File: config.mk
export PLATFORM = sky130hd
export DESIGN_NAME = debug_sequencer
export DESIGN_NICKNAME = d
export VERILOG_FILES = /design/src/rtl/debug_pkg.sv /design/src/rtl/debug_mem_watchdog.sv /design/src/rtl/debug_sequencer.sv
export SDC_FILE = /design/constraint.sdc
export NUM_CORES = 1
export LEC_CHECK = 0
export ABC_CLOCK_PERIOD_IN_PS = 2900
export BUFFER_PORTS_ARGS = -buffer_cell sky130_fd_sc_hd__buf_2
export CAP_MARGIN = 20
export CORE_MARGIN = 4
export CORE_UTILIZATION = 45
export CTS_CLUSTER_DIAMETER = 60
export DETAILED_ROUTE_END_ITERATION = 10
export PLACE_DENSITY = 0.69
export SYNTH_ARGS = -nofsm -noshare
export SYNTH_HDL_FRONTEND = slang
export SYNTH_HIERARCHICAL = 1
export SYNTH_SLANG_ARGS = --single-unit
File: constraint.sdc
create_clock -name CLK -period 2.9 [get_ports CLK]
set_clock_uncertainty 0.05 [all_clocks]
set_input_delay 0.435 -clock CLK [delete_from_list [all_inputs] [get_ports CLK]]
set_output_delay 0.435 -clock CLK [all_outputs]
set_load 0.02 [all_outputs]
File: src/rtl/debug_pkg.sv
// Shared definitions for the debug port: opcodes, sequencer state encoding and
// output-register source selects.
package debug_pkg;

  localparam logic [2:0] DEBUG_OP_NOP       = 3'd0;
  localparam logic [2:0] DEBUG_OP_LOAD_ADDR = 3'd1;
  localparam logic [2:0] DEBUG_OP_MEM_WRITE = 3'd2;
  localparam logic [2:0] DEBUG_OP_MEM_READ  = 3'd3;
  localparam logic [2:0] DEBUG_OP_CAPTURE   = 3'd4;
  localparam logic [2:0] DEBUG_OP_STEP      = 3'd5;

  // Source selects for the port's output data register.
  localparam logic [1:0] DEBUG_DATAX_MEM    = 2'd0;
  localparam logic [1:0] DEBUG_DATAX_PC     = 2'd1;
  localparam logic [1:0] DEBUG_DATAX_REG    = 2'd2;
  localparam logic [1:0] DEBUG_DATAX_STATUS = 2'd3;

  typedef enum logic [2:0] {
    StIdle,
    StExec,
    StMem,
    StStepRun,
    StStepHalt,
    StDone,
    StRelease
  } debug_state_e;

endpackage

File: src/rtl/debug_mem_watchdog.sv
// Counts MEM-state cycles without MEM_RDY and flags the cycle that reaches the
// timeout limit. Only instantiated when DEBUG_MEM_TIMEOUT_EN is defined.
module debug_mem_watchdog #(
  parameter int unsigned MEM_TIMEOUT = 255,
  parameter int unsigned TO_WIDTH    = 8
) (
  input  logic clk_i,
  input  logic rst_i,
  input  logic clr_i,
  input  logic cnt_en_i,
  output logic expired_o
);

  logic [TO_WIDTH-1:0] cnt_q;

  always_ff @(posedge clk_i) begin
    if (rst_i || clr_i) begin
      cnt_q <= '0;
    end else if (cnt_en_i) begin
      cnt_q <= cnt_q + 1'b1;
    end
  end

  // Fires in the cycle whose missing RDY would bring the count up to the limit.
  assign expired_o = cnt_en_i && (cnt_q == TO_WIDTH'(MEM_TIMEOUT - 1));

endmodule

File: src/rtl/debug_sequencer.sv
// Debug port control FSM: decodes latched opcodes, arbitrates halt/step and runs
// debug memory accesses. Optional MEM timeout guarded by DEBUG_MEM_TIMEOUT_EN.
module debug_sequencer
  import debug_pkg::*;
#(
  parameter int unsigned MEM_TIMEOUT = 255,
  parameter int unsigned TO_WIDTH    = 8
) (
  input  logic       CLK,
  input  logic       RESET,
  input  logic       DEBUG_REQ,
  input  logic [2:0] DEBUG_OP,
  input  logic       DEBUG_STOP,
  output logic       DEBUG_ACK,
  output logic       DEBUG_ERR,
  output logic       DEBUG_BUSY,
  output logic       DEBUG_ADDR_LD,
  output logic       DEBUG_ADDR_INC,
  output logic       DEBUG_DOUT_LD,
  output logic       CPU_HALT_REQ,
  input  logic       CPU_HALTED,
  output logic       CPU_STEP,
  output logic       MEM_RD,
  output logic       MEM_WR,
  input  logic       MEM_RDY
);

  if (MEM_TIMEOUT >= (64'd1 << TO_WIDTH)) begin : g_bad_to_width
    $error("TO_WIDTH too narrow for MEM_TIMEOUT");
  end

  debug_state_e state_q, state_d;
  logic [2:0]   op_q, op_d;
  logic         err_next_q, err_next_d;
  logic         inc_next_q, inc_next_d;
  logic         mem_rd_q, mem_rd_d;
  logic         mem_wr_q, mem_wr_d;
  logic         step_q, step_d;
  logic         addr_ld_q, addr_ld_d;
  logic         dout_ld_q, dout_ld_d;
  logic         ack_q, err_q, busy_q, addr_inc_q, halt_req_q;
  logic         mem_timeout;

`ifdef DEBUG_MEM_TIMEOUT_EN
  logic mem_enter;
  assign mem_enter = (state_q == StExec) && (state_d == StMem);

  debug_mem_watchdog #(
    .MEM_TIMEOUT(MEM_TIMEOUT),
    .TO_WIDTH   (TO_WIDTH)
  ) u_mem_watchdog (
    .clk_i    (CLK),
    .rst_i    (RESET),
    .clr_i    (mem_enter),
    .cnt_en_i ((state_q == StMem) && !MEM_RDY),
    .expired_o(mem_timeout)
  );
`else
  assign mem_timeout = 1'b0;
`endif

  always_comb begin
    state_d    = state_q;
    op_d       = op_q;
    err_next_d = err_next_q;
    inc_next_d = inc_next_q;
    mem_rd_d   = mem_rd_q;
    mem_wr_d   = mem_wr_q;
    step_d     = 1'b0;
    addr_ld_d  = 1'b0;
    dout_ld_d  = 1'b0;
    unique case (state_q)
      StIdle: begin
        if (DEBUG_REQ) begin
          op_d      = DEBUG_OP;
          state_d   = StExec;
          // Opcode-only strobes are registered ahead so they land in the EXEC cycle.
          addr_ld_d = (DEBUG_OP == DEBUG_OP_LOAD_ADDR);
          dout_ld_d = (DEBUG_OP == DEBUG_OP_CAPTURE);
        end
      end
      StExec: begin
        err_next_d = 1'b0;
        inc_next_d = 1'b0;
        state_d    = StDone;
        case (op_q)
          DEBUG_OP_NOP, DEBUG_OP_LOAD_ADDR, DEBUG_OP_CAPTURE: state_d = StDone;
          DEBUG_OP_MEM_WRITE, DEBUG_OP_MEM_READ: begin
            if (CPU_HALTED) begin
              state_d  = StMem;
              mem_wr_d = (op_q == DEBUG_OP_MEM_WRITE);
              mem_rd_d = (op_q == DEBUG_OP_MEM_READ);
            end else begin
              err_next_d = 1'b1;
            end
          end
          DEBUG_OP_STEP: begin
            if (CPU_HALTED) begin
              state_d = StStepRun;
              step_d  = 1'b1;
            end else begin
              err_next_d = 1'b1;
            end
          end
          default: err_next_d = 1'b1;
        endcase
      end
      StMem: begin
        if (MEM_RDY) begin
          mem_rd_d   = 1'b0;
          mem_wr_d   = 1'b0;
          inc_next_d = 1'b1;
          state_d    = StDone;
        end else if (mem_timeout) begin
          mem_rd_d   = 1'b0;
          mem_wr_d   = 1'b0;
          err_next_d = 1'b1;
          state_d    = StDone;
        end
      end
      StStepRun:  if (!CPU_HALTED) state_d = StStepHalt;
      StStepHalt: if (CPU_HALTED) state_d = StDone;
      StDone:     state_d = StRelease;
      StRelease:  if (!DEBUG_REQ) state_d = StIdle;
      default:    state_d = StIdle;
    endcase
  end

  always_ff @(posedge CLK) begin
    if (RESET) begin
      state_q    <= StIdle;
      op_q       <= '0;
      err_next_q <= 1'b0;
      inc_next_q <= 1'b0;
      mem_rd_q   <= 1'b0;
      mem_wr_q   <= 1'b0;
      step_q     <= 1'b0;
      addr_ld_q  <= 1'b0;
      dout_ld_q  <= 1'b0;
      ack_q      <= 1'b0;
      err_q      <= 1'b0;
      busy_q     <= 1'b0;
      addr_inc_q <= 1'b0;
      halt_req_q <= 1'b0;
    end else begin
      state_q    <= state_d;
      op_q       <= op_d;
      err_next_q <= err_next_d;
      inc_next_q <= inc_next_d;
      mem_rd_q   <= mem_rd_d;
      mem_wr_q   <= mem_wr_d;
      step_q     <= step_d;
      addr_ld_q  <= addr_ld_d;
      dout_ld_q  <= dout_ld_d;
      ack_q      <= (state_d == StDone);
      addr_inc_q <= (state_d == StDone) && inc_next_d;
      if (state_d == StDone) err_q <= err_next_d;
      busy_q     <= (state_d != StIdle);
      halt_req_q <= DEBUG_STOP;
    end
  end

  assign DEBUG_ACK      = ack_q;
  assign DEBUG_ERR      = err_q;
  assign DEBUG_BUSY     = busy_q;
  assign DEBUG_ADDR_LD  = addr_ld_q;
  assign DEBUG_ADDR_INC = addr_inc_q;
  // Read data is captured in the RDY cycle itself, which cannot be registered ahead.
  assign DEBUG_DOUT_LD  = dout_ld_q || ((state_q == StMem) && mem_rd_q && MEM_RDY);
  assign CPU_HALT_REQ   = halt_req_q;
  assign CPU_STEP       = step_q;
  assign MEM_RD         = mem_rd_q;
  assign MEM_WR         = mem_wr_q;

endmodule

==> results of run 1 <==
layout by cell type (no fill, tap or decap), types with 2 or more instances in the layout:
cell type  Yosys  routed
nand3b_1       2       2
a211oi_1       2       2
a21oi_1        6       6
a311oi_1       3       3
buf_2          3      18
or2_2          2       2
nor3_1         2       2
nor2b_1        6       6
mux2i_1        4       4
nand2b_1       4       4
nor3b_1        3       3
nor2_1         9       9
nand2_1        7       7
dfxtp_1       18      18
o21ai_0        3       3
clkbuf_4       0       3
inv_1          2       2
state kept, by name (all words and copies together) (netlist names):
register,count
CPU_HALT_REQ,1
CPU_STEP,1
DEBUG_ACK,1
DEBUG_ADDR_INC,1
DEBUG_ADDR_LD,1
DEBUG_BUSY,1
DEBUG_ERR,1
MEM_RD,1
MEM_WR,1
dout_ld_q,1
err_next_q,1
inc_next_q,1
op_q,3
state_q,3
how the worst max path moves through the flow:
stage / startpoint / slack, ns / end
3_5_place_dp: state_q[2] / 0.83 / DEBUG_ERR
2_1_floorplan: state_q[2] / 1.16 / DEBUG_ERR
3_3_place_gp: state_q[2] / 0.92 / DEBUG_ERR
5_1_grt: state_q[2] / 0.61 / DEBUG_ERR
4_1_cts: state_q[2] / 0.81 / DEBUG_ERR
6_report: state_q[2] / 0.79 / DEBUG_ERR
cell usage after synthesis, types with 2 or more instances:
library cell / n
a211oi_1: 2
a21oi_1: 6
a311oi_1: 3
buf_2: 3
dfxtp_1: 18
inv_1: 2
mux2i_1: 4
nand2_1: 7
nand2b_1: 4
nand3b_1: 2
nor2_1: 9
nor2b_1: 6
nor3_1: 2
nor3b_1: 3
o21ai_0: 3
or2_2: 2
stage by stage:
step	cell area (um^2)	setup slack (ns)	hold WS, ns	power (mW)
6_report	985.9	0.7908	0.2771	0.7637
5_1_grt	985.9	0.6051	0.2644	0.8274
4_1_cts	985.9	0.8059	0.2651	0.7710
3_5_place_dp	949.7	0.8338	0.4300	0.6210
3_3_place_gp	949.7	0.9207	0.4210	0.6136
2_1_floorplan	839.6	1.159	0.4118	0.5562
critical path, delay by kind of cell, from the launching register on:
kind	cells	cell delay [ns]
AND/OR/NAND/NOR	3	0.65
flip-flops	1	0.52
AO/OA/AOI/OAI	1	0.42
multiplexers	1	0.36
power by group through the flow:
| stage | logic [mW] | clock network (mW) | registers, mW |
|---|---|---|---|
| 2_1_floorplan | 0.220 | 0 | 0.336 |
| 3_3_place_gp | 0.270 | 0 | 0.344 |
| 3_5_place_dp | 0.274 | 0 | 0.347 |
| 4_1_cts | 0.276 | 0.155 | 0.341 |
| 5_1_grt | 0.303 | 0.172 | 0.352 |
| 6_report | 0.273 | 0.148 | 0.343 |
cell families (layout without fill, tap and decap cells):
logic type	Yosys count	count (layout)	synth area share (%)
AO/OA/AOI/OAI	19	19	17.88
AND/OR/NAND/NOR	44	44	29.96
flip-flops	18	18	42.92
buffers and inverters	6	25	3.129
multiplexers	5	5	6.110
cell type report:
class | instances | share of cell area, %
Tap cell | 25 | 3.173
Clock buffer | 4 | 3.680
Timing Repair Buffer | 19 | 9.898
Sequential cell | 18 | 36.55
Multi-Input combinational cell | 68 | 45.94
Inverter | 2 | 0.7614
layer usage:
metal | up-vias | wire (um)
met4 | 0 | 28
li1 | 366 | -
met1 | 316 | 828
met2 | 13 | 788
met5 | - | 0
met3 | 4 | 70
==> out/qor.txt, run 1 <==
Max Cap Viol - 0
CTS H-tree lvls - 1
Post CTS Setup Buffer Count - 0
hpwl dp - 1300 um
Initial Utilization - 48.10%
critical register-to-register path startpoint - state_q[2]
die extent in y - 51.20 um
Syn Inst Count - 92
worst slew pin tran - 0.4600 ns
highest cell delay on the worst timing path - 0.52 ns
Antenna Violating Nets Remaining - 0
number of hold buffers added after CTS - 0
worst-case register-to-register setup slack - 0.79 ns
later-pin clock latency in the skew report - 0.28 ns
wire length of the first global-routing pass - 2960 um
post-synthesis sequential element count - 18
power share of the clock group - 19.3%
combinational fraction of design power - 35.7%
width of the die - 51.20 um
number of buffers created by CTS - 3
area of the core - 1745 um^2
final worst path period share - 72.73%
number of inserted filler cells in the final layout - 175
count of port buffers added during placement - 18
total negative setup slack - 0 ns
min Tclk post-route - 2.109 ns
cell area after synthesis - 839.6 um^2
maximum ir drop on the vdd rail - 379.9 uV
CTS Root Buffer Type - clkbuf_4
met1 Use GR - 19.50%
worst-case reg-to-reg path depth - 5
sequential-to-total area share from yosys stat - 42.92%
share of post-route cells with drive strength above 1 - 27.03%
category of the worst setup path capture point - register
fin cells - 136
number of antenna cells inserted - 0
layer with the highest usage - met2
launch instance of the worst min-delay path - DEBUG_OP[0]
Detailed Route Iter0 Violations - 7
vias - 699
mean instance size in the synthesized netlist - 9.126 um^2
Internal Dissipation - 494.7 uW
I/O pin count - 19
number of optimization iterations in the first detailed-route pass - 4
kind of start point of the critical path - register
register share of total power - 44.9%
TritonCTS clock tree - built
Hold EP - dout_ld_q
number of endpoints with negative hold slack in the final report - 0
CTS max path bufs - 2
cell with the biggest individual delay on the critical path - dfxtp_1
Total Wirelength - 1716 um
data arrival time of the worst path - 2.24 ns
cell area power density - 774.6 nW/um^2
count of flip-flops with a built-in enable after synthesis - 0
area growth from synthesis to layout - 17.44%
storage element area - 360.3 um^2
std cell rows - 15
net count after synthesis - 101
Post-layout nets - 121
GP Congestion - 0.7594
overall routing resource usage - 15.31%
pin count of the biggest net entering global routing - 17
Finished Core Util - 56.49%
Yosys cell types - 32
switching share of total power - 35.23%
critical-path maximum fanout - 11
Setup Viol. Count Final - 0
Yosys warning count - 6
clock sink count - 18
result of the run - finished, final reports clean
area share of the leading cell type in the synthesized netlist - 42.92%
antenna violations before repair - 0
vias in the first global route - 675
top achievable clock speed - 0.4741 GHz
net switching component of the power - 269.1 uW
per-cell routed wire length - 12.62 um
met2 routing resource usage after global routing - 24.25%
number of max-slew violations in the final report - 0
number of vias per cell after detailed routing - 5.140
CTS clk-pin slew, worst paths - 0.10 ns
top cells by area, synth - dfxtp_1, mux2i_1, nor2b_1
global routing met3 resource utilization - 3.790%
data required time at the worst endpoint - 3.03 ns
Critical Path, Cell by Cell - nand2b_1 > nor2_1 > a311oi_1 > nor3b_1 > mux2_2
Hold/Removal Path Class - in -> reg
post-cts repair resize count - 0
Leak - 0.4009 nW
total global routing overflow - 0
unrepaired setup endpoints after global routing - false
flip-flop cell with the highest count after synthesis - dfxtp_1
remaining max-slew budget at the tightest pin - 69.29%
Setup CP Type - reg -> reg
cell total after placement - 132
Remaining DRCs - 0
library cell occupying the most area in the post-synthesis netlist - dfxtp_1
Die Outline Area - 2621 um^2
Post-synth ARST share - 0%
depth of the worst hold-timing path - 2
endpoint of the most critical register-to-register path - DEBUG_ERR
combined area of the multi-input logic cells - 452.9 um^2
Power figures use the tool's default switching activity.
==> inputs of run 2 (changes only) <==
--- a/config.mk
+++ b/config.mk
@@ -5,14 +5,14 @@
 export SDC_FILE = /design/constraint.sdc
 export NUM_CORES = 1
 export LEC_CHECK = 0
-export ABC_CLOCK_PERIOD_IN_PS = 2900
+export ABC_CLOCK_PERIOD_IN_PS = 1800
 export BUFFER_PORTS_ARGS = -buffer_cell sky130_fd_sc_hd__buf_2
 export CAP_MARGIN = 20
 export CORE_MARGIN = 4
 export CORE_UTILIZATION = 45
 export CTS_CLUSTER_DIAMETER = 60
 export DETAILED_ROUTE_END_ITERATION = 10
-export PLACE_DENSITY = 0.69
+export PLACE_DENSITY = 0.72
 export SYNTH_ARGS = -nofsm -noshare
 export SYNTH_HDL_FRONTEND = slang
 export SYNTH_HIERARCHICAL = 1
==> constraint.sdc (replaced) <==
create_clock -name CLK -period 1.8 [get_ports CLK]
set_clock_uncertainty 0.05 [all_clocks]
set_input_delay 0.27 -clock CLK [delete_from_list [all_inputs] [get_ports CLK]]
set_output_delay 0.27 -clock CLK [all_outputs]
set_load 0.02 [all_outputs]
==> out/qor.txt, run 2 (synthesis gave the netlist of run 1 again) <==
result of the run - finished, violations left
failing checks - negative setup slack
CTS Root Buffer Type - clkbuf_4
Post-layout nets - 142
wire length of the first global-routing pass - 3208 um
largest registers - op_q: 3 flops, state_q: 3 flops
number of antenna cells inserted - 0
Setup Viol. Count Final - 2
most frequent cells in the layout - buf_4, buf_2, dfxtp_1
data required time at the worst endpoint - 1.93 ns
GP Congestion - 0.8574
Initial Utilization - 48.10%
endpoint of the most critical register-to-register path - DEBUG_BUSY
number of vias per cell after detailed routing - 5.127
die extent in y - 51.20 um
category of the worst setup path capture point - register
CTS max path bufs - 2
CTS H-tree lvls - 1
top achievable clock speed - 0.5376 GHz
number of max-slew violations in the final report - 0
setup slack after layout - -0.06014 ns
critical-path maximum fanout - 4
CTS clk-pin slew, worst paths - 0.10 ns
Setup CP Type - reg -> reg
I/O pin count - 19
overall routing resource usage - 16.61%
crit path launch - op_q[1]
area of the core - 1745 um^2
pin count of the biggest net entering global routing - 16
share of post-route cells with drive strength above 1 - 47.73%
Leak - 0.5186 nW
worst setup slack after placement - -0.06999 ns
final worst hold slack - 0.1056 ns
later-pin clock latency in the skew report - 0.29 ns
Remaining DRCs - 0
min Tclk post-route - 1.860 ns
Finished Core Util - 69.39%
Antenna Violating Nets Remaining - 0
hpwl dp - 1429 um
Total Wirelength - 2076 um
antenna violations before repair - 0
number of optimization iterations in the first detailed-route pass - 4
std cell rows - 15
vias - 805
worst-case reg-to-reg path depth - 5
unrepaired setup endpoints after global routing - true
vias in the first global route - 774
worst slew pin tran - 0.3737 ns
worst-case register-to-register setup slack - -0.06 ns
Hold/Removal Path Class - in -> reg
data arrival time of the worst path - 1.99 ns
leading cell type in the layout, fill and taps excluded - buf_4
launch instance of the worst min-delay path - DEBUG_OP[2]
number of buffers created by CTS - 3
remaining max-slew budget at the tightest pin - 75.09%
clock sink count - 18
final worst path period share - 103.3%
TritonCTS clock tree - built
critical register-to-register path startpoint - op_q[1]
count of port buffers added during placement - 18
per-cell routed wire length - 13.22 um
cell area power density - 1309 nW/um^2
Detailed Route Iter0 Violations - 13
power consumption - 1.586 mW
Max Cap Viol - 0
kind of start point of the critical path - register
Die Outline Area - 2621 um^2
maximum ir drop on the vdd rail - 749.1 uV
number of endpoints with negative hold slack in the final report - 0
depth of the worst hold-timing path - 2
capture point of the critical path - DEBUG_BUSY
total negative setup slack - -0.07005 ns
width of the die - 51.20 um
area growth from synthesis to layout - 44.26%
total global routing overflow - 0
number of hold buffers added after CTS - 0
run 2: changes by cell type in the layout (fill, tap and decap cells not counted), moves of 2 or more:
cell	delta
nor2_1	-2
dfxtp_4	+2
dfxtp_2	+3
buf_4	+18
dfxtp_1	-5
buf_6	+4
run 2: stage by stage:
stage | instance area [um^2] | instances
finish | 1211 | 157
global route | 1211 | 157
CTS | 1127 | 153
detailed placement | 1077 | 149
global placement | 1077 | 149
floorplan | 839.6 | 92
run 2: cell type report:
class	instances	area, um^2
Timing Repair Buffer	40	272.8
Clock buffer	4	36.28
Inverter	2	7.507
Tap cell	25	31.28
Multi-Input combinational cell	68	491.7
Fill cell	128	534.3
Sequential cell	18	371.6
run 2: repair_timing:
item,CTS,global route
setup buffers,0,4
endpoints found under the setup margin,3,3
resized for setup,5,15
gates cloned,0,0
pin swaps,1,5
endpoints found under the hold margin,0,0
run 2: worst min-delay path by stage:
stage / end
floorplan: state_q[2]
global placement: dout_ld_q
detailed placement: DEBUG_ADDR_LD
CTS: DEBUG_ADDR_LD
global route: dout_ld_q
finish: DEBUG_ADDR_LD
run 2: report_power, final:
part	internal, mW	leakage [nW]	total [mW]	switching, mW
registers	0.481	0.149	0.545	0.0645
logic	0.438	0.348	0.792	0.354
clock network	0.123	0.0210	0.249	0.125
total	1.04	0.519	1.59	0.544
run 2: critical path, cell delays in order, from the launching register on:
cell and delay (ns):
dfxtp_4 0.37, nand3b_1 0.21, a21bo_2 0.25, a2111oi_4 0.45
nor2_2 0.07, or3_1 0.35
run 2: per-layer routing:
layer  share of wire [%]  GRT usage (%)  up-vias
met4                 1.0          8.072        0
met1                  42          18.28      370
met5                   0              0        -
met2                  51          29.18       22
met3                 5.3          4.373        4
li1                    -              -      409
